<file path="src/rtl/standlight_mode_controller.sv">
// Stand light mode sequencer: button-stepped OFF/LOW/MID/HIGH/BLINK FSM driving a PWM/blink lamp and status LEDs.
// Outputs registered, 1-cycle latency; optional inactivity auto-off built only when AUTO_OFF_EN is defined.
module standlight_mode_controller #(
    parameter int PWM_PERIOD      = 100,
    parameter int DUTY_LOW        = 25,
    parameter int DUTY_MID        = 50,
    parameter int DUTY_HIGH       = 100,
    parameter int BLINK_HALF      = 25_000_000
`ifdef AUTO_OFF_EN
    ,
    parameter int AUTO_OFF_CYCLES = 500_000_000
`endif
) (
    input  logic       i_clk,
    input  logic       i_reset,
    input  logic       i_mode_btn,
    input  logic       i_off_btn,
    output logic       o_light,
    output logic [2:0] o_mode,
    output logic [4:0] o_mode_led
);

    typedef enum logic [2:0] {
        S_OFF   = 3'd0,
        S_LOW   = 3'd1,
        S_MID   = 3'd2,
        S_HIGH  = 3'd3,
        S_BLINK = 3'd4
    } state_t;

    localparam int PW = (PWM_PERIOD > 1) ? $clog2(PWM_PERIOD) : 1;
    localparam int BW = (BLINK_HALF > 1) ? $clog2(BLINK_HALF) : 1;

    state_t          r_state;
    logic [PW-1:0]   r_pwm_cnt;
    logic [BW-1:0]   r_blink_cnt;
    logic            r_blink_ph;
    logic            r_light;
    logic [4:0]      r_mode_led;

    state_t          w_next;
    state_t          w_adv;
    logic            w_valid;
    logic            w_light;
    logic            w_expire;

    always_comb begin
        case (r_state)
            S_OFF:   begin w_valid = 1'b1; w_adv = S_LOW;   end
            S_LOW:   begin w_valid = 1'b1; w_adv = S_MID;   end
            S_MID:   begin w_valid = 1'b1; w_adv = S_HIGH;  end
            S_HIGH:  begin w_valid = 1'b1; w_adv = S_BLINK; end
            S_BLINK: begin w_valid = 1'b1; w_adv = S_OFF;   end
            default: begin w_valid = 1'b0; w_adv = S_OFF;   end
        endcase
    end

    // Off beats mode, and any button pulse beats inactivity expiry.
    always_comb begin
        w_next = w_valid ? r_state : S_OFF;
        if (i_off_btn)
            w_next = S_OFF;
        else if (i_mode_btn)
            w_next = w_adv;
        else if (w_expire)
            w_next = S_OFF;
    end

    always_comb begin
        case (r_state)
            S_LOW:   w_light = int'(r_pwm_cnt) < DUTY_LOW;
            S_MID:   w_light = int'(r_pwm_cnt) < DUTY_MID;
            S_HIGH:  w_light = int'(r_pwm_cnt) < DUTY_HIGH;
            S_BLINK: w_light = r_blink_ph;
            default: w_light = 1'b0;
        endcase
    end

    always_ff @(posedge i_clk or posedge i_reset) begin
        if (i_reset) begin
            r_state     <= S_OFF;
            r_pwm_cnt   <= '0;
            r_blink_cnt <= '0;
            r_blink_ph  <= 1'b0;
            r_light     <= 1'b0;
            r_mode_led  <= 5'b00001;
        end else begin
            r_state    <= w_next;
            r_mode_led <= 5'd1 << w_next;
            r_light    <= w_light;

            // A fresh PWM period starts with every mode change.
            if (w_next != r_state || r_pwm_cnt == PW'(PWM_PERIOD - 1))
                r_pwm_cnt <= '0;
            else
                r_pwm_cnt <= r_pwm_cnt + PW'(1);

            if (w_next != S_BLINK) begin
                r_blink_cnt <= '0;
                r_blink_ph  <= 1'b0;
            end else if (r_state != S_BLINK) begin
                r_blink_cnt <= '0;
                r_blink_ph  <= 1'b1;
            end else if (r_blink_cnt == BW'(BLINK_HALF - 1)) begin
                r_blink_cnt <= '0;
                r_blink_ph  <= ~r_blink_ph;
            end else begin
                r_blink_cnt <= r_blink_cnt + BW'(1);
            end
        end
    end

`ifdef AUTO_OFF_EN
    localparam int AW = (AUTO_OFF_CYCLES > 1) ? $clog2(AUTO_OFF_CYCLES) : 1;

    logic [AW-1:0] r_idle_cnt;

    assign w_expire = (r_state != S_OFF) && (r_idle_cnt == AW'(AUTO_OFF_CYCLES - 1));

    always_ff @(posedge i_clk or posedge i_reset) begin
        if (i_reset)
            r_idle_cnt <= '0;
        else if (i_mode_btn || i_off_btn || r_state == S_OFF || w_expire)
            r_idle_cnt <= '0;
        else
            r_idle_cnt <= r_idle_cnt + AW'(1);
    end
`else
    assign w_expire = 1'b0;
`endif

    assign o_mode     = r_state;
    assign o_mode_led = r_mode_led;
    assign o_light    = r_light;

endmodule

</file>
<file path="config.mk">
export PLATFORM = sky130hd
export DESIGN_NAME = standlight_mode_controller
export DESIGN_NICKNAME = d
export VERILOG_FILES = /design/src/rtl/standlight_mode_controller.sv
export SDC_FILE = /design/constraint.sdc
export NUM_CORES = 1
export LEC_CHECK = 0
export CORE_MARGIN = 2
export CORE_UTILIZATION = 40
export CTS_CLUSTER_DIAMETER = 80
export DETAILED_ROUTE_END_ITERATION = 10
export DONT_BUFFER_PORTS = 1
export PLACE_DENSITY = 0.58
export SETUP_SLACK_MARGIN = 0.05
export SYNTH_ARGS = -nofsm -noshare
export SYNTH_HDL_FRONTEND = slang
export SYNTH_SLANG_ARGS = --single-unit
</file>
<file path="constraint.sdc">
create_clock -name i_clk -period 3.2 [get_ports i_clk]
set_input_delay 0.48 -clock i_clk [delete_from_list [all_inputs] [get_ports i_clk]]
set_output_delay 0.48 -clock i_clk [all_outputs]
set_load 0.1 [all_outputs]
</file>
# Yosys cells after proc, flatten, opt, wreduce, memory -nomap -nowiden

Index checks and enable logic that the tools add are counted.

Add/sub/neg operators: 2
Equal/unequal tests: 9
Reductions and logical operators: 4
Mux-type cells: 13
Shift-type cells: 1
Bitwise operators: 1
Order comparisons: 3

Operators by type and width:

| kind                    | count |
|---|---|
| $mux W25                | 3 |
| $add A25 B1 Y25 const B | 1 |
| $eq A25 B25 Y1 const B  | 1 |
| $pmux W3 S4             | 1 |
| $mux W3                 | 3 |
| $add A7 B1 Y7 const B   | 1 |
| $eq A7 B7 Y1 const B    | 1 |
| $lt A7 B5 Y1 const B    | 1 |
| $lt A7 B6 Y1 const B    | 1 |
| $lt A7 B7 Y1 const B    | 1 |
| $mux W7                 | 1 |
| $eq A3 B2 Y1 const B    | 2 |
| $ne A3 B3 Y1 const B    | 2 |
| $reduce_or A5 Y1        | 1 |
| $shl A1 B3 Y5 const A   | 1 |
| $mux W1                 | 4 |
| $pmux W1 S4             | 1 |
| $eq A3 B1 Y1 const B    | 1 |
| $eq A3 B3 Y1 const B    | 1 |
| $logic_not A3 Y1        | 1 |
| $ne A3 B3 Y1            | 1 |
| $reduce_bool A3 Y1      | 1 |
| $logic_or A1 B1 Y1      | 1 |
| $not A1 Y1              | 1 |

Logic and storage cells: 39
Register bits after elaboration: 42

# Longest topological paths before layout

Gate-level depths: netlist of run 1.

Depth in word-level cells: 9
Depth in mapped cells: 8
Depth with buffers taken out: 6

# Worst setup path before layout of run 1

Ideal clock, no wire load.

Path type: register -> register
Start point: reg r_state[2] (netlist: o_mode[2])
End point: reg r_blink_cnt[12]
Slack: 1.066 ns
Buffers on the path: 2
Data required time: 3.128 ns
Stages on the path, launching flop included: 6
Clock period less this slack: 2.134 ns
Data arrival time: 2.062 ns
Setup time: 0.072 ns
Cell sequence: dfrtp_1 nor3b_1 or4b_1 buf_4 buf_6 nor2_1

Longest elaborated chain between the ends: 8
Elaborated cells on any way between the ends: 15
Classes of those cells: eq/ne: 6; mux: 7; reduce/logical: 2

Ends and longest elaborated chain:

| what                                       | RTL line | text |
|---|---|---|
| start: declaration                         | 34       | `state_t r_state;` |
| start signal: assignment                   | 88       | `r_state <= w_next;` |
| $eq A3 B3 Y1, or another cell as far along | 48       | `case (r_state)` |
| $reduce_or A5 Y1 (no line)                 | -        |  |
| $mux W1                                    | 48       |  |
| $mux W3                                    | 60       | `w_next = w_valid ? r_state : S_OFF;` |
| $mux W3                                    | 63       | `else if (i_mode_btn)` |
| $mux W3                                    | 61       | `if (i_off_btn)` |
| $ne A3 B3 Y1                               | 98       | `if (w_next != S_BLINK) begin` |
| $mux W25 *                                 | 98       |  |
| end signal: assignment                     | 108      | `r_blink_cnt <= r_blink_cnt + BW'(1);` |
| end: declaration                           | 36       | `logic [BW-1:0] r_blink_cnt;` |

Mark *: on every way between the ends. The rest lies on a longest branch, timed or not.
A chain may end at the register's enable or synchronous reset.

# Worst setup path after layout of run 1

Start point: reg r_blink_cnt[0]
End point: reg r_blink_cnt[20]

Longest elaborated chain between the ends: 4
Elaborated cells on any way between the ends: 5
Classes of those cells: add/sub: 1; eq/ne: 1; mux: 3

Ends and longest elaborated chain:

| what                                              | RTL line | text |
|---|---|---|
| $add A25 B1 Y25 or $eq A25 B25 Y1 (tied branches) | 108, 104 |  |
| $mux W25 *                                        | 104      | `end else if (r_blink_cnt == BW'(BLINK_HALF - 1)) begin` |
| $mux W25 *                                        | 101      | `end else if (r_state != S_BLINK) begin` |
| $mux W25 *                                        | 98       |  |

Marked as above.

==> results of run 1 <==
==> routing by layer <==
metal	GRT usage, %	up-vias	part of all wire [%]
met2	21.64	20	46
met1	21.20	676	50
li1	-	709	-
met5	0	-	0
met3	4.284	7	3.4
met4	5.357	0	1.5
==> final timing paths <==
| path | startpoint | to | cells past startpoint |
|---|---|---|---|
| max | r_blink_cnt[0] | r_blink_cnt[20] | 6 |
| min | i_reset | r_pwm_cnt[2] | 1 |
| max reg2reg | r_blink_cnt[0] | r_blink_cnt[20] | 6 |
| min reg2reg | r_pwm_cnt[0] | r_pwm_cnt[0] | 1 |
| max in group asynchronous | i_reset | o_mode_led[0] | 2 |
| min in group i_clk | i_off_btn | o_mode[2] | 1 |
==> kinds of logic after synthesis <==
kind of cell             count (synthesis)  share of synthesized area (%)
adder cells (fa/ha/maj)                  2                          1.241
buffers and inverters                    9                          2.607
flip-flops                              42                          52.20
AO/OA/AOI/OAI                            9                          2.545
XOR/XNOR                                31                          13.47
multiplexers                             1                         0.5586
AND/OR/NAND/NOR                        109                          27.37
==> per-stage QoR <==
step / hold WS [ns] / instances / setup slack [ns] / power (uW) / util (%)
3_5_place_dp: 0.4122 / 269 / 0.7954 / 762.9 / 43.71
4_1_cts: 0.08338 / 277 / 0.7755 / 1183 / 46.01
2_1_floorplan: 0.4468 / 203 / 1.066 / 737.9 / -
6_report: 0.07471 / 277 / 0.8272 / 1167 / 46.01
3_3_place_gp: 0.4103 / 269 / 0.9252 / 762.5 / 43.71
5_1_grt: 0.1073 / 277 / 0.5479 / 1223 / 46.01
==> registers in the layout (all words and copies together) (netlist names) <==
name,count
o_light,1
o_mode,3
o_mode_led,5
r_blink_cnt,25
r_blink_ph,1
r_pwm_cnt,7
==> power by group through the flow <==
stage | combinational, uW | sequential, uW | clock [uW]
after global placement | 113 | 650 | 0
after floorplan | 72.5 | 665 | 0
after detailed placement | 114 | 649 | 0
final | 112 | 640 | 416
after CTS | 114 | 639 | 430
after global routing | 129 | 644 | 449
==> cell usage after synthesis, drive strengths merged (2+ instances only) <==
library cell / instances
nand3: 11
inv: 4
nor2: 40
buf: 3
nand2b: 2
and3: 3
a31oi: 2
a21oi: 2
nor3b: 2
xnor2: 16
nor2b: 2
and4: 3
xor2: 15
nand2: 13
dfrtp: 41
ha: 2
nor4: 8
o21ai: 3
nand4: 10
nor3: 10
or3: 2
clkbuf: 2
==> area by class of cell <==
| type | count | area (um2) |
|---|---|---|
| Clock inverter | 2 | 37.54 |
| Fill cell | 450 | 2584 |
| Tap cell | 67 | 83.83 |
| Inverter | 4 | 15.01 |
| Timing Repair Buffer | 4 | 30.03 |
| Multi-Input combinational cell | 152 | 910.9 |
| Clock buffer | 6 | 72.57 |
| Sequential cell | 42 | 1052 |
==> qor.txt, run 1 <==
Status -> complete, no violations
First-pass GRT wire length -> 6.410 mm
Syn nets -> 209
Core box area -> 4786 um2
Initial DRC count -> 79
Worst Path Buf+Inv -> 0
Power Dens Cells -> 530.0 nW/um2
EDFF count, synth -> 0
H-tree Lvls -> 2
Count of input and output buffers -> 0
Slew headroom -> 41.84%
Async S/R FF share, synth -> 100.0%
Via count -> 1412
RSZ-0062 raised after global routing -> no
Root Driver -> clkbuf_8
Average wire per standard cell -> 13.04 um
Post-route DRC -> 0
Clk pin slew, worst setup/hold paths -> 0.08 ns
Vias per cell -> 5.097
Area post-placement -> 2092 um2
Worst slew pin tran -> 0.8730 ns
CTS Hold Bufs -> 0
Slew Viols, Final -> 0
Post-DRT Antenna Nets -> 0
Area grow syn2layout -> 9.249%
Ports -> 13
Cells along the critical path -> ha_1 > and4_4 > nand2_1 > nor4_2 > or4b_1 > nor2_1
P_leak -> 0.0008501 uW
Post-Layout Inst Area -> 2202 um2
Flop pwr share -> 54.8%
Most frequent cells in the layout -> dfrtp_1 (41), nor2_1 (40), xnor2_1 (16), xor2_1 (15), nand2_1 (13)
Hold Vio Cnt, Final -> 0
TNS Setup -> 0 ns
Total CTS buffers -> 5
Cell Area, Synth -> 2016 um2
Seq/Total Area, Yosys -> 52.20%
CP max stage delay -> 0.73 ns
GRT overflow -> 0
WP data arrival -> 2.52 ns
Sw Ratio -> 28.87%
Avg Cell Area, Syn -> 9.929 um2
Top cells by area, synth -> dfrtp_1 (51%), nor2_1 (7.4%), xnor2_1 (7.0%)
Kind of cell adding the most delay to the critical path -> simple AND/OR/NAND/NOR gates
Min Clock Period, post-route -> 2.373 ns
Worst reg-to-reg setup slack -> 0.83 ns
Clock share of power -> 35.6%
Initial Util -> 42.12%
F_max -> 0.4214 GHz
Die H -> 74.99 um
WL final -> 3.613 mm
Crit Path Max Fanout -> 25
Initial antenna violation count -> 0
Internal power -> 830.2 uW
Share of layout cells above drive strength 1 -> 8.095%
Post_cts resized -> 0
Post-Syn Instances -> 203
Period utilization -> 74.15%
Crit start category -> flip-flop
CTS sink cnt -> 42
Final Setup Violations -> 0
Warnings, synthesis -> 0
Nets@finish -> 215
FF+latch count, synth -> 42
Setup crit end kind -> flip-flop
Share of the synthesized area in the top cell type -> 50.90%
Diode count -> 0
Sw Pwr -> 336.9 uW
HP Class -> input port to asynchronous set/reset pin
Largest net degree at the start of global routing -> 26
CTS tree -> done
GP Congestion -> 0.7631
Synth cell types -> 35
Die area -> 5623 um2
Max Root-Sink Buffers -> 2
Final Skew -> 0.005582 ns
Most used DFF post-synth -> dfrtp_1
Largest area contributor in the synthesized netlist -> dfrtp_1
Maximum VDD drop -> 0.2783 mV
All-Layer GR Usage -> 14.88%
Vias in the first global route -> 1363
Rows -> 25
Logic gate share of total power -> 9.6%
Worst skew pair latency -> 0.29 ns
CP required -> 3.35 ns
Most common cell after layout, fill and taps aside -> dfrtp_1
Hpwl dp -> 2.479 mm
Post-CTS setup buffer count -> 0
Slowest-stage cell, CP -> or4b_1
Crit Path Category -> flip-flop to flip-flop
DR pass1 iterations -> 4
Die W -> 74.99 um
Maxcap violations -> 0
Power figures use the tool's default switching activity.
==> inputs of run 2 (changes only) <==
clock period = 2.3 ns   (was 3.2 ns; I/O delays follow)
==> run 2 against run 1 <==
Effect of this change: worst setup slack worse by 0.50 ns; via count up 1.3%; core utilization up 1.3 points; global-route usage down 0.22 points; largest power group unchanged; register-to-register slack worse by 0.50 ns; fmax up 20%; count of clock-buffer cells in the layout up 2; combinational power up 89%; critical path type unchanged; first-iteration DRC count up 20%; clock power up 32%; largest cell class unchanged.
==> qor.txt, run 2 (synthesis results as in run 1) <==
Clk pin slew, worst setup/hold paths -> 0.07 ns (about the same)
Top Metal Used -> met4
Ports -> 13 (unchanged)
Post-route DRC -> 0 (unchanged)
Period utilization -> 85.92% (+12 points)
Die W -> 74.99 um (unchanged)
Root Driver -> clkbuf_8
Min-delay src -> i_off_btn
Total CTS buffers -> 5 (unchanged)
Area post-placement -> 2145 um2 (+2.5%)
Worst hold stages -> 1
Area grow syn2layout -> 12.35%
WL final -> 3.599 mm (-0.39%)
Initial antenna violation count -> 0 (unchanged)
Max Root-Sink Buffers -> 2 (unchanged)
Hold Vio Cnt, Final -> 0 (unchanged)
Vias per cell -> 5.021 (-1.5%)
CTS tree -> done
First-pass GRT wire length -> 6.272 mm (-2.2%)
Vias in the first global route -> 1358 (-0.37%)
Core box area -> 4786 um2 (unchanged)
Setup crit end kind -> flip-flop
Maxcap violations -> 0 (unchanged)
P_leak -> 0.0008965 uW (+5.5%)
Most frequent cells in the layout -> dfrtp_1 (41), nor2_1 (40), xnor2_1 (16), xor2_1 (15), nand2_1 (13)
WP data arrival -> 2.16 ns (-0.36 ns)
HP Class -> input port to flip-flop
Post-DRT Antenna Nets -> 0 (unchanged)
Initial Util -> 42.12% (unchanged)
CP required -> 2.48 ns (-0.87 ns)
Maximum VDD drop -> 0.4509 mV (+62%)
Post-Layout Inst Area -> 2265 um2 (+2.8%)
F_max -> 0.5060 GHz (+20%)
Crit Path Max Fanout -> 25 (unchanged)
Final Skew -> 0.003592 ns (-0.001991 ns)
Slew headroom -> 42.08% (+0.25 points)
Worst Hold Endpoint -> o_mode[2]
Met1 WL -> 1.772 mm (-0.95%)
DR pass1 iterations -> 4 (unchanged)
H-tree Lvls -> 2 (unchanged)
Hpwl dp -> 2.449 mm (-1.2%)
Power Dens Cells -> 708.7 nW/um2 (+34%)
CTS sink cnt -> 42 (unchanged)
GP Congestion -> 0.7856 (+2.9%)
Min Clock Period, post-route -> 1.976 ns (-0.3966 ns)
Worst skew pair latency -> 0.30 ns (about the same)
TNS Setup -> 0 ns (unchanged)
Slew Viols, Final -> 0 (unchanged)
Most common cell after layout, fill and taps aside -> dfrtp_1
Post_cts resized -> 0 (unchanged)
Post-CTS setup buffer count -> 0 (unchanged)
Post-layout util -> 47.32% (+1.3 points)
Initial DRC count -> 95 (+20%)
All-Layer GR Usage -> 14.66% (-0.22 points)
Die area -> 5623 um2 (unchanged)
Met3 Wirelength -> 100 um (-18%)
Reg2reg start -> r_blink_cnt[0]
Final Setup Violations -> 0 (unchanged)
Nets@finish -> 223 (+3.7%)
Flop pwr share -> 52.5% (-2.3 points)
Reg2Reg Depth -> 7 (+1)
Dpl ws -> 0.3094 ns (-0.4860 ns)
Largest net degree at the start of global routing -> 33 (+27%)
Die H -> 74.99 um (unchanged)
Sw Ratio -> 28.68% (-0.19 points)
Setup ws final -> 0.3238 ns (-0.5034 ns)
RSZ-0062 raised after global routing -> no
Average wire per standard cell -> 12.63 um (-3.2%)
Worst slew pin tran -> 0.8693 ns (-0.003687 ns)
Worst reg-to-reg setup slack -> 0.32 ns (-0.50 ns)
Internal power -> 1145 uW (+38%)
Logic gate share of total power -> 13.2% (+3.6 points)
Status -> complete, no violations
Sw Pwr -> 460.3 uW (+37%)
Share of layout cells above drive strength 1 -> 11.47% (+3.4 points)
Diode count -> 0 (unchanged)
Count of input and output buffers -> 0 (unchanged)
Clock share of power -> 34.3% (-1.3 points)
Crit Path Category -> flip-flop to flip-flop
Crit start category -> flip-flop
Rows -> 25 (unchanged)
GRT overflow -> 0 (unchanged)
Via count -> 1431 (+1.3%)
Worst r2r dst -> r_blink_cnt[19]
Largest register FFs -> 25 (unchanged)
Most flops, register -> r_blink_cnt
WL met2 -> 1.651 mm (+0.30%)
==> run 2: cell types whose count changed in the layout (fill, tap and decap cells not counted), sizes merged <==
cell         previous run  this run
buf                     4        11
bufinv                  1         0
clkbuf                  6         8
dlygate4sd3             0         1
clkinvlp                1         0
==> run 2: repair_timing <==
action                                 in CTS  in global routing
setup endpoints to repair                   0                  0
hold buffers                                1                  0
endpoints found under the hold margin       9                  0
==> run 2: worst max path at each step <==
stage | from | end | cells past startpoint
final | r_blink_cnt[0] | r_blink_cnt[19] | 7
after global routing | r_blink_cnt[0] | r_blink_cnt[17] | 7
after detailed placement | r_blink_cnt[0] | r_blink_cnt[17] | 7
after CTS | r_blink_cnt[0] | r_blink_cnt[17] | 7
after global placement | r_blink_cnt[0] | r_blink_cnt[12] | 7
after floorplan | o_mode[2] | r_blink_cnt[12] | 5
==> run 2: per-layer routing <==
| layer | track usage (%) | vias to the layer above |
|---|---|---|
| met5 | 0 | - |
| met4 | 6.944 | 0 |
| li1 | - | 721 |
| met3 | 3.882 | 7 |
| met2 | 21.25 | 18 |
| met1 | 20.39 | 685 |
==> run 2: power by group through the flow <==
stage | Combinational, uW | Clock (uW) | Sequential [uW]
after floorplan | 101 | 0 | 926
after global placement | 213 | 0 | 858
after detailed placement | 214 | 0 | 857
after CTS | 216 | 568 | 843
after global routing | 236 | 598 | 851
final | 212 | 550 | 843
==> run 2: final cells by class <==
cell class | instances | area, um2
flip-flops and latches | 42 | 1052
well taps | 67 | 83.83
inverters | 4 | 15.01
fillers | 464 | 2521
multi-input cells | 152 | 910.9
clock buffers | 8 | 110.1
repair buffers | 12 | 92.59
==> run 2: worst max-delay path, stage by stage (launching register included) <==
cell and delay, ns:
dfrtp_1 0.39, ha_1 0.22, and4_4 0.26, nand2_1 0.10, nor4_2 0.38, or4b_1 0.16, buf_4 0.26, nor2_1 0.08
==> run 2: metrics by stage <==
stage,instances,hold slack [ns],total power [uW]
final,285,0.1008,1605
after global routing,285,0.09871,1685
after CTS,285,0.09048,1627
after detailed placement,276,0.1836,1071
after global placement,276,0.1793,1070
after floorplan,203,0.4468,1027
